File: config.mk
export PLATFORM = sky130hd
export DESIGN_NAME = carpma_hakem
export DESIGN_NICKNAME = d
export VERILOG_FILES = /design/src/rtl/carpma_paket.sv /design/src/rtl/carpma_cekirdek.sv /design/src/rtl/carpma_hakem.sv
export SDC_FILE = /design/constraint.sdc
export NUM_CORES = 1
export LEC_CHECK = 0
export ABC_AREA = 0
export CAP_MARGIN = 20
export CORE_ASPECT_RATIO = 1.25
export CORE_MARGIN = 2
export CORE_UTILIZATION = 45
export CTS_BUF_LIST = sky130_fd_sc_hd__clkbuf_16
export DETAILED_ROUTE_END_ITERATION = 10
export PLACE_DENSITY = 0.85
export REMOVE_ABC_BUFFERS = 1
export SKIP_LAST_GASP = 1
export SLEW_MARGIN = 20
export SYNTH_ARGS = -nofsm -noshare
export SYNTH_HDL_FRONTEND = slang
export SYNTH_SLANG_ARGS = --single-unit
File: constraint.sdc
create_clock -name saat -period 6.2 [get_ports saat]
set_input_delay 0.93 -clock saat [delete_from_list [all_inputs] [get_ports saat]]
set_output_delay 0.93 -clock saat [all_outputs]
set_load 0.02 [all_outputs]
File: src/rtl/carpma_paket.sv
// rtl/carpma_paket.sv - shared types and constants for the Booth multiplier arbiter
//
// Contents: FSM state enum, operand width, step-counter width, and the
// kimlik values that tag a result as belonging to requester A or B.

package carpma_paket;

    localparam int GENISLIK       = 32;
    localparam int SAYAC_GENISLIK = 5;

    localparam logic KIMLIK_A = 1'b0;
    localparam logic KIMLIK_B = 1'b1;

    typedef enum logic [1:0] {
        BOSTA   = 2'd0,
        HESAPLA = 2'd1,
        SONUC   = 2'd2
    } durum_t;

endpackage

File: src/rtl/carpma_cekirdek.sv
// rtl/carpma_cekirdek.sv - radix-2 Booth multiplier datapath, one step per cycle
//
// Ports:
//   saat, reset      clock, asynchronous active-high reset
//   yukle            load multiplicand/multiplier and clear the accumulator
//   adim             perform one Booth step this cycle
//   carpilan, carpan 32-bit signed multiplicand / multiplier
//   carpim           64-bit signed product (valid after 32 steps)

module carpma_cekirdek
    import carpma_paket::*;
(
    input  logic                    saat,
    input  logic                    reset,
    input  logic                    yukle,
    input  logic                    adim,
    input  logic [GENISLIK-1:0]     carpilan,
    input  logic [GENISLIK-1:0]     carpan,
    output logic [2*GENISLIK-1:0]   carpim
);

    // The upper half carries one guard bit so that negating the most negative
    // multiplicand (-2^31) stays representable; {ust, alt} is the 65-bit
    // accumulator and q_eksi is the implicit bit to the right of alt[0].
    logic [GENISLIK:0]   ust;
    logic [GENISLIK-1:0] alt;
    logic                q_eksi;
    logic [GENISLIK-1:0] m;

    logic [GENISLIK:0]   m_gen;
    logic [GENISLIK:0]   topla;
    logic [1:0]          cift;

    assign m_gen = {m[GENISLIK-1], m};
    // Pair is read as {previous bit, current bit}: 01 marks the start of a run
    // of ones (subtract), 10 marks its end (add).
    assign cift  = {q_eksi, alt[0]};

    always_comb begin
        topla = ust;
        case (cift)
            2'b01:   topla = ust - m_gen;
            2'b10:   topla = ust + m_gen;
            default: topla = ust;
        endcase
    end

    always_ff @(posedge saat or posedge reset) begin
        if (reset) begin
            ust    <= '0;
            alt    <= '0;
            q_eksi <= 1'b0;
            m      <= '0;
        end else if (yukle) begin
            ust    <= '0;
            alt    <= carpan;
            q_eksi <= 1'b0;
            m      <= carpilan;
        end else if (adim) begin
            ust    <= {topla[GENISLIK], topla[GENISLIK:1]};
            alt    <= {topla[0], alt[GENISLIK-1:1]};
            q_eksi <= alt[0];
        end
    end

    assign carpim = {ust[GENISLIK-1:0], alt};

endmodule

File: src/rtl/carpma_hakem.sv
// rtl/carpma_hakem.sv - two-requester round-robin front end for the Booth multiplier
//
// Ports:
//   saat, reset                  clock, asynchronous active-high reset
//   istek_a, istek_b             requester A/B has an operation pending
//   sayi1_a, sayi2_a             requester A operands (signed 32-bit)
//   sayi1_b, sayi2_b             requester B operands (signed 32-bit)
//   kabul_a, kabul_b             accept pulse, high only in BOSTA on the accepting cycle
//   sonuc                        64-bit signed product
//   sonuc_kimlik                 0 = A, 1 = B
//   sonuc_gecerli, sonuc_hazir   result valid/ready handshake
//   tasma                        product outside signed 32-bit range
//   mesgul                       state is not BOSTA
// Macro CARPMA_TASMA_EN: enables the tasma overflow flag; otherwise tasma is 0.

module carpma_hakem
    import carpma_paket::*;
(
    input  logic                    saat,
    input  logic                    reset,
    input  logic                    istek_a,
    input  logic                    istek_b,
    input  logic [GENISLIK-1:0]     sayi1_a,
    input  logic [GENISLIK-1:0]     sayi2_a,
    input  logic [GENISLIK-1:0]     sayi1_b,
    input  logic [GENISLIK-1:0]     sayi2_b,
    output logic                    kabul_a,
    output logic                    kabul_b,
    output logic [2*GENISLIK-1:0]   sonuc,
    output logic                    sonuc_kimlik,
    output logic                    sonuc_gecerli,
    input  logic                    sonuc_hazir,
    output logic                    tasma,
    output logic                    mesgul
);

    durum_t durum, sonraki;

    logic [SAYAC_GENISLIK-1:0] sayac;
    logic                      kimlik;
    logic                      son_hizmet;
    logic                      secim_b;
    logic                      yukle;
    logic                      adim;
    logic [GENISLIK-1:0]       carpilan;
    logic [GENISLIK-1:0]       carpan;

    // B wins when alone, or when both ask and A was served last.
    assign secim_b  = istek_b && (!istek_a || (son_hizmet == KIMLIK_A));
    assign carpilan = secim_b ? sayi1_b : sayi1_a;
    assign carpan   = secim_b ? sayi2_b : sayi2_a;

    always_ff @(posedge saat or posedge reset) begin
        if (reset) begin
            durum <= BOSTA;
        end else begin
            durum <= sonraki;
        end
    end

    always_comb begin
        sonraki = durum;
        kabul_a = 1'b0;
        kabul_b = 1'b0;
        yukle   = 1'b0;
        adim    = 1'b0;
        case (durum)
            BOSTA: begin
                // kabul is combinational so it can never leak past BOSTA;
                // gating with reset keeps it low while reset is held.
                if (!reset && (istek_a || istek_b)) begin
                    yukle   = 1'b1;
                    kabul_a = !secim_b;
                    kabul_b = secim_b;
                    sonraki = HESAPLA;
                end
            end
            HESAPLA: begin
                adim = 1'b1;
                if (sayac == {SAYAC_GENISLIK{1'b1}}) begin
                    sonraki = SONUC;
                end
            end
            SONUC: begin
                if (sonuc_hazir) begin
                    sonraki = BOSTA;
                end
            end
            default: sonraki = BOSTA;
        endcase
    end

    always_ff @(posedge saat or posedge reset) begin
        if (reset) begin
            sayac      <= '0;
            kimlik     <= KIMLIK_A;
            son_hizmet <= KIMLIK_B;
        end else if (yukle) begin
            sayac      <= '0;
            kimlik     <= secim_b;
            son_hizmet <= secim_b;
        end else if (adim) begin
            sayac      <= sayac + SAYAC_GENISLIK'(1);
        end
    end

    carpma_cekirdek u_cekirdek (
        .saat     (saat),
        .reset    (reset),
        .yukle    (yukle),
        .adim     (adim),
        .carpilan (carpilan),
        .carpan   (carpan),
        .carpim   (sonuc)
    );

    assign sonuc_kimlik  = kimlik;
    assign sonuc_gecerli = (durum == SONUC);
    assign mesgul        = (durum != BOSTA);

`ifdef CARPMA_TASMA_EN
    // Fits in signed 32 bits only when bits 63..31 are all copies of the sign.
    assign tasma = (durum == SONUC) &&
                   !((&sonuc[2*GENISLIK-1:GENISLIK-1]) || !(|sonuc[2*GENISLIK-1:GENISLIK-1]));
`else
    assign tasma = 1'b0;
`endif

endmodule

After elaboration in Yosys (flattened, before gate mapping)
Index checks and enable logic that the tools add are counted.
- register bits: 107
- input bits: 133
- output and inout port bits: 70
- logic and storage cells: 53
- add/subtract/negate cells: 3
- equality and inequality tests: 8
- muxes and demuxes: 22
- bitwise gates (word level): 1
- reduce and logical (&&, ||, !) cells: 11
- operators with widths (kind ; number):
    32-bit two-way mux ; 4
    33-bit two-way mux ; 2
    33-bit case mux with 2 select lines ; 1
    33-bit adder ; 1
    33-bit subtractor ; 1
    5-bit two-way mux ; 2
    1-bit two-way mux ; 9
    2-bit two-way mux ; 3
    2-bit case mux with 3 select lines ; 1
    5-bit by 1-bit adder with 5-bit output (second input constant) ; 1
    5-bit == test (second input constant) ; 1
    2-bit by 1-bit == test with 1-bit output (second input constant) ; 2
    2-bit == test (second input constant) ; 2
    2-bit inequality test (second input constant) ; 2
    2-bit nonzero test ; 2
    1-bit logical NOT ; 3
    3-bit AND reduction ; 1
    1-bit logical AND ; 2
    2-bit logical NOT ; 1
    1-bit logical OR ; 2
    2-bit by 1-bit inequality test with 1-bit output (second input constant) ; 1
    1-bit inverter ; 1

Logic depth before layout (Yosys ltp)
- word-level depth: 6
- depth in mapped cells: 17
- gate-level depth less buffers: 16

Cells and area by module
A second synthesis with hierarchy kept.
- cell total of the unflattened synthesis: 881
- area, all modules: 7965.1 um2
- modules (own cells, without submodules) (module ; times used ; cells an instance ; area each (um2) ; sequential area each (um2)):
    carpma_cekirdek ; 1 ; 760 ; 6708.9 ; 2427.3
    carpma_hakem ; 1 ; 121 ; 1256.2 ; 226.5

Least setup slack after synthesis
Ideal clock, no wire load.
- path type: flip-flop to flip-flop
- start: register u_cekirdek.m[2]
- end: register u_cekirdek.ust[29]
- setup time: 0.131 ns
- data arrival time: 3.653 ns
- data required time: 6.069 ns
- setup slack: 2.415 ns
- cell stages (with the launch flop): 17
- buffers on the path: 1
- clock period less this slack: 3.785 ns
- cell sequence: dfrtp_1 or3_4 or3_1 nor3_2 and3_1 a21oi_1 xor2_1 ha_1 clkbuf_1 nand3_1 nor2_1 o21ai_2 a31oi_2 o211ai_2 a211oi_2 nor3_1 or3b_1
- cells in the longest elaborated chain, start to end: 4
- elaborated cells between the ends (all ways): 5
- those cells by class: 2 x add/sub; 3 x mux
- RTL lines (item ; line ; source):
    from (decl) ; carpma_cekirdek.sv:28 ; logic [GENISLIK-1:0] m;
    from (signal assigned) ; carpma_cekirdek.sv:58 ; m <= carpilan;
    33-bit adder or 33-bit subtractor (tied branches) ; carpma_cekirdek.sv:43, carpma_cekirdek.sv:42 ;
    33-bit case mux with 2 select lines (*) ; carpma_cekirdek.sv:41 ; case (cift)
    33-bit two-way mux (*) ; carpma_cekirdek.sv:59 ; end else if (adim) begin
    33-bit two-way mux (*) ; carpma_cekirdek.sv:54 ; end else if (yukle) begin
    to (signal assigned) ; carpma_cekirdek.sv:60 ; ust <= {topla[GENISLIK], topla[GENISLIK:1]};
    to (decl) ; carpma_cekirdek.sv:25 ; logic [GENISLIK:0] ust;
Every way passes the cells marked *; elsewhere a longest branch is shown, timed or not. The select of a mux whose other input is x is not followed.
A chain may end at the register's enable or synchronous reset.

Worst setup path in the final report
- start: register u_cekirdek.m[2]
- end: register u_cekirdek.ust[30]
Same word-level chain as after synthesis.

==> results.md <==
Clocking:
- The TritonCTS clock tree is yes.
- The hold buffer count at cts is 0.
- The number of buffers created by CTS is 9.
- The number of clock sinks is 106.
- The number of setup buffers added after CTS is 0.
- The maximum clock insertion buffer count is 2.
- The root buffer selected by CTS is sky130_fd_sc_hd__clkbuf_16.
- After clock tree synthesis, the clock-pin slew on the worst setup and hold paths is 70 ps.
- The H-tree was split into 3 levels.
- Post-CTS repair changed the size of 0 cells.
- The insertion delay of the later-clocked pin in the worst-skew pair is 350 ps.

Synth:
- The sequential share of the synthesized area is 0.351.
- The average footprint of a synthesized cell is between 8 and 9 µm².
- The distinct cell type count after synthesis is between 60 and 70.
- In this run, synthesis inferred 0 flip-flops with an integrated enable.
- The mapped netlist covers 7560 µm².
- The fraction of registers with async set or reset after synthesis is 1.00.
- The synthesis-stage register bit count is 106.
- Synthesis handed over a netlist of 905 instances.
- Yosys printed 0 warnings.
- The main flop type after synthesis is sky130_fd_sc_hd__dfrtp_1.

Hold path:
- The path category of the worst min-delay check is reg -> reg.
- The cell depth of the worst hold path is 1.

Finish:
- Leaving out fill and tap cells, the most frequent cell in the layout is sky130_fd_sc_hd__clkdlybuf4s50_1.
- The number of antenna diodes in the final layout is 0.
- The multi-input combinational cells in the finished layout cover a total of 4620 µm².
- Leaving out fill and tap cells, the most frequent cells in the layout are 201 x sky130_fd_sc_hd__clkdlybuf4s50_1, 119 x sky130_fd_sc_hd__nand2_1, 105 x sky130_fd_sc_hd__dfrtp_1.
- The synthesis-to-layout area growth is 32.5%.
- The register area is ~2700 µm².
- Of the cells placed in the final design, the portion with a size suffix greater than 1 is 0.0414.
- Fill cells in the final layout number 1432.
- The finished layout holds 1284 standard cells, fillers aside.
- The final layout net count is 1229.

Setup path:
- For this run, the slowest stage of the critical path takes 670 ps.
- The endpoint type of the worst setup path is a register.
- The startpoint kind of the worst setup timing path is a register.
- The number of cells on the worst reg-to-reg path is 15.
- For flop-to-flop paths, the worst setup slack is 1670 ps.
- The setup path with the least slack is of type reg -> reg.
- Traced cell by cell, the critical path runs through or3_4 > or3_1 > nor3_2 > and3_1 > nand2_1 > nor2_1 > a21oi_1 > xor2_1 > ha_1 > a21o_1 > a2111oi_0 > o41a_1 > o21ai_0 > xnor2_1 > o211ai_1.
- In this run the worst path has a maximum fanout of 8.
- Data on the critical path is required at its endpoint by 6400 ps.
- The standard cell with the maximum stage delay on the critical path is sky130_fd_sc_hd__a2111oi_0.
- STA puts the critical path data arrival time at 4740 ps.

Timing:
- The final period demand of the worst path is between 4000 and 5000 ps.
- For the pin with the worst max-slew slack, the measured transition is 860 ps.
- The final clock period utilization by the worst path is 0.731.
- The clock skew is 9.01 ps.
- Setup repair after global routing left no endpoint under its margin.
- The final hold violation count is 0.
- The final setup violation count is 0.
- The final count of pins violating max slew is 0.
- After routing, the total negative slack on setup checks comes to 0 ps.
- Headroom to the max-slew limit came out at 0.425.
- The achievable clock frequency is 0.221 GHz.
- After layout, the worst setup slack is 1670 ps.

Drt:
- The count of unresolved DRC violations after routing is 0.
- The detailed router placed 7166 vias in this run.
- For this block, wires on met1 add up to 8.31 mm.
- The wire length after detailed routing is 20.3 mm.
- In the routed layout, each cell is associated on average with a via count of around 5.6.
- The remaining antenna violation count after routing is 0.
- After detailed routing, the average wire length per cell comes to 15.8 µm.
- The topmost layer with routed signal wires is met4.
- The first detailed-routing pass took 5 iterations.
- The number of design-rule violations left by the first detailed-router iteration is 342.
- The met3 wire length is 1.14 mm.
- The routed design uses 10.1 mm of met2 wire.

Global routing:
- Entering global routing, the biggest net connects 87 pins.
- The overall fraction of global-route tracks in use is 0.231.
- The via count of the first global-routing pass is 6788.
- The leftover overflow at the end of global routing is 0.
- The number of antenna violations at the first check in global routing is 0.
- The first-pass GRT wire length is 33.6 mm.

Job:
- Across the run, the number of max-cap violations was 0.

Floorplan:
- Measured along the x axis, the die boundary spans 120 µm.
- In this run the vertical extent of the chip is about 150 µm.
- In this run the count of I/O pins placed on the die edge is about 200.
- After floorplanning, the core was sized to cover 16600 µm².
- In this run the core area contains 53 standard-cell rows.
- For this configuration, the core starts out at a cell density of 0.454.
- The die covers 17900 µm².

Placed design:
- The worst-case setup slack after placement is 2050 ps.
- The HPWL after detailed placement is 14.9 mm.
- The final estimated routing congestion in global placement is 0.881.
- The number of placed instances, taps included, is 1268.
- Input and output buffers added on the ports amount to between 200 and 250.

Power:
- The static leakage is around 4.2 nW.
- VDD sags by at most roughly 0.24 mV.
- The total power per unit cell area is 699 nW/µm².

Status:
- The flow ran to the end, and the final reports show no timing, DRC or antenna violations.
-- logic make-up (layout without fill, tap and decap cells) --
family / count (synthesis) / in the layout / share of synthesized area
AO/OA/AOI/OAI: 263 / 263 / 0.222
XOR/XNOR: 58 / 58 / 0.0672
adder cells (fa/ha/maj): 37 / 37 / 0.0622
buffers and inverters: 83 / 242 / 0.0419
flip-flops: 106 / 106 / 0.351
multiplexers: 39 / 39 / 0.0518
other: 1 / 1 / 0.000496
AND/OR/NAND/NOR: 318 / 318 / 0.203
-- cell type report --
cell class / count / share of cell area
multi-input combinational: 716 / 0.461
sequential: 106 / 0.265
timing repair buffer: 208 / 0.206
tap: 220 / 0.0275
clock buffer: 9 / 0.0225
clock inverter: 7 / 0.0115
inverter: 18 / 0.00699
-- report_power, final --
group	switching (mW)	internal [mW]	leakage [nW]
Combinational	2.77	2.13	2.76
Clock	0.268	0.395	0.169
Sequential	0.377	1.06	1.30
Total	3.41	3.59	4.22
-- worst paths after layout --
path | start | end
max in group asynchronous | reset | son_hizmet
hold reg to reg | sonuc_kimlik | sonuc_kimlik
hold / removal | sonuc_kimlik | sonuc_kimlik
min in group asynchronous | reset | u_cekirdek.alt[29]
setup reg to reg | u_cekirdek.m[2] | u_cekirdek.ust[30]
setup / recovery | u_cekirdek.m[2] | u_cekirdek.ust[30]
-- through the flow --
stage          cell area [µm²]  power (mW)  hold slack (ps)   util
2_1_floorplan             7310        4.95              450      -
3_3_place_gp              9680        6.16              466  0.582
3_5_place_dp              9680        6.27              473  0.582
4_1_cts                  10000        6.99              490  0.602
5_1_grt                  10000        7.63              520  0.602
6_report                 10000        7.00              480  0.602
-- cell usage after synthesis, drive strengths merged (3+ instances only) --
| library cell | instances | area (µm²) |
|---|---|---|
| and3 | 5 | 31.3 |
| dfrtp | 105 | 2630 |
| nor2 | 47 | 176 |
| a21oi | 57 | 285 |
| or4 | 3 | 22.5 |
| or3 | 4 | 30.0 |
| nor4 | 4 | 31.3 |
| xor2 | 38 | 333 |
| and2 | 4 | 27.5 |
| nand3 | 54 | 270 |
| nor2b | 38 | 238 |
| buf | 8 | 35.0 |
| nand2 | 119 | 447 |
| a211oi | 38 | 290 |
| xnor2 | 20 | 175 |
| nand4 | 10 | 62.6 |
| nor3 | 18 | 95.1 |
| inv | 18 | 67.6 |
| o211ai | 15 | 118 |
| ha | 36 | 450 |
| o21ai | 73 | 369 |
| nand2b | 4 | 25.0 |
| clkbuf | 57 | 214 |
| mux2i | 38 | 380 |
| a21o | 16 | 120 |
| a31oi | 41 | 269 |
| o21bai | 4 | 30.0 |
-- worst max-delay path: cells and delay by family (launching register included) --
kind	cells	cell delay, ps
AND/OR/NAND/NOR	6	1690
flip-flops	1	450
AO/OA/AOI/OAI	6	1500
adder cells (fa/ha/maj)	1	410
XOR/XNOR	2	340
-- flip-flops by register name, summed over array words and instances (netlist names) --
name and cells:
sayac 5, u_cekirdek.alt 32, durum 2, u_cekirdek.m 32, u_cekirdek.ust 32, u_cekirdek.q_eksi 1
son_hizmet 1, sonuc_kimlik 1
-- routing by layer --
metal,GRT usage,vias to the layer above
met3,0.0317,51
met2,0.386,244
met1,0.296,3315
met4,0.106,0
li1,-,3556
met5,0,-
No activity file was read; power rests on OpenSTA's default activity.
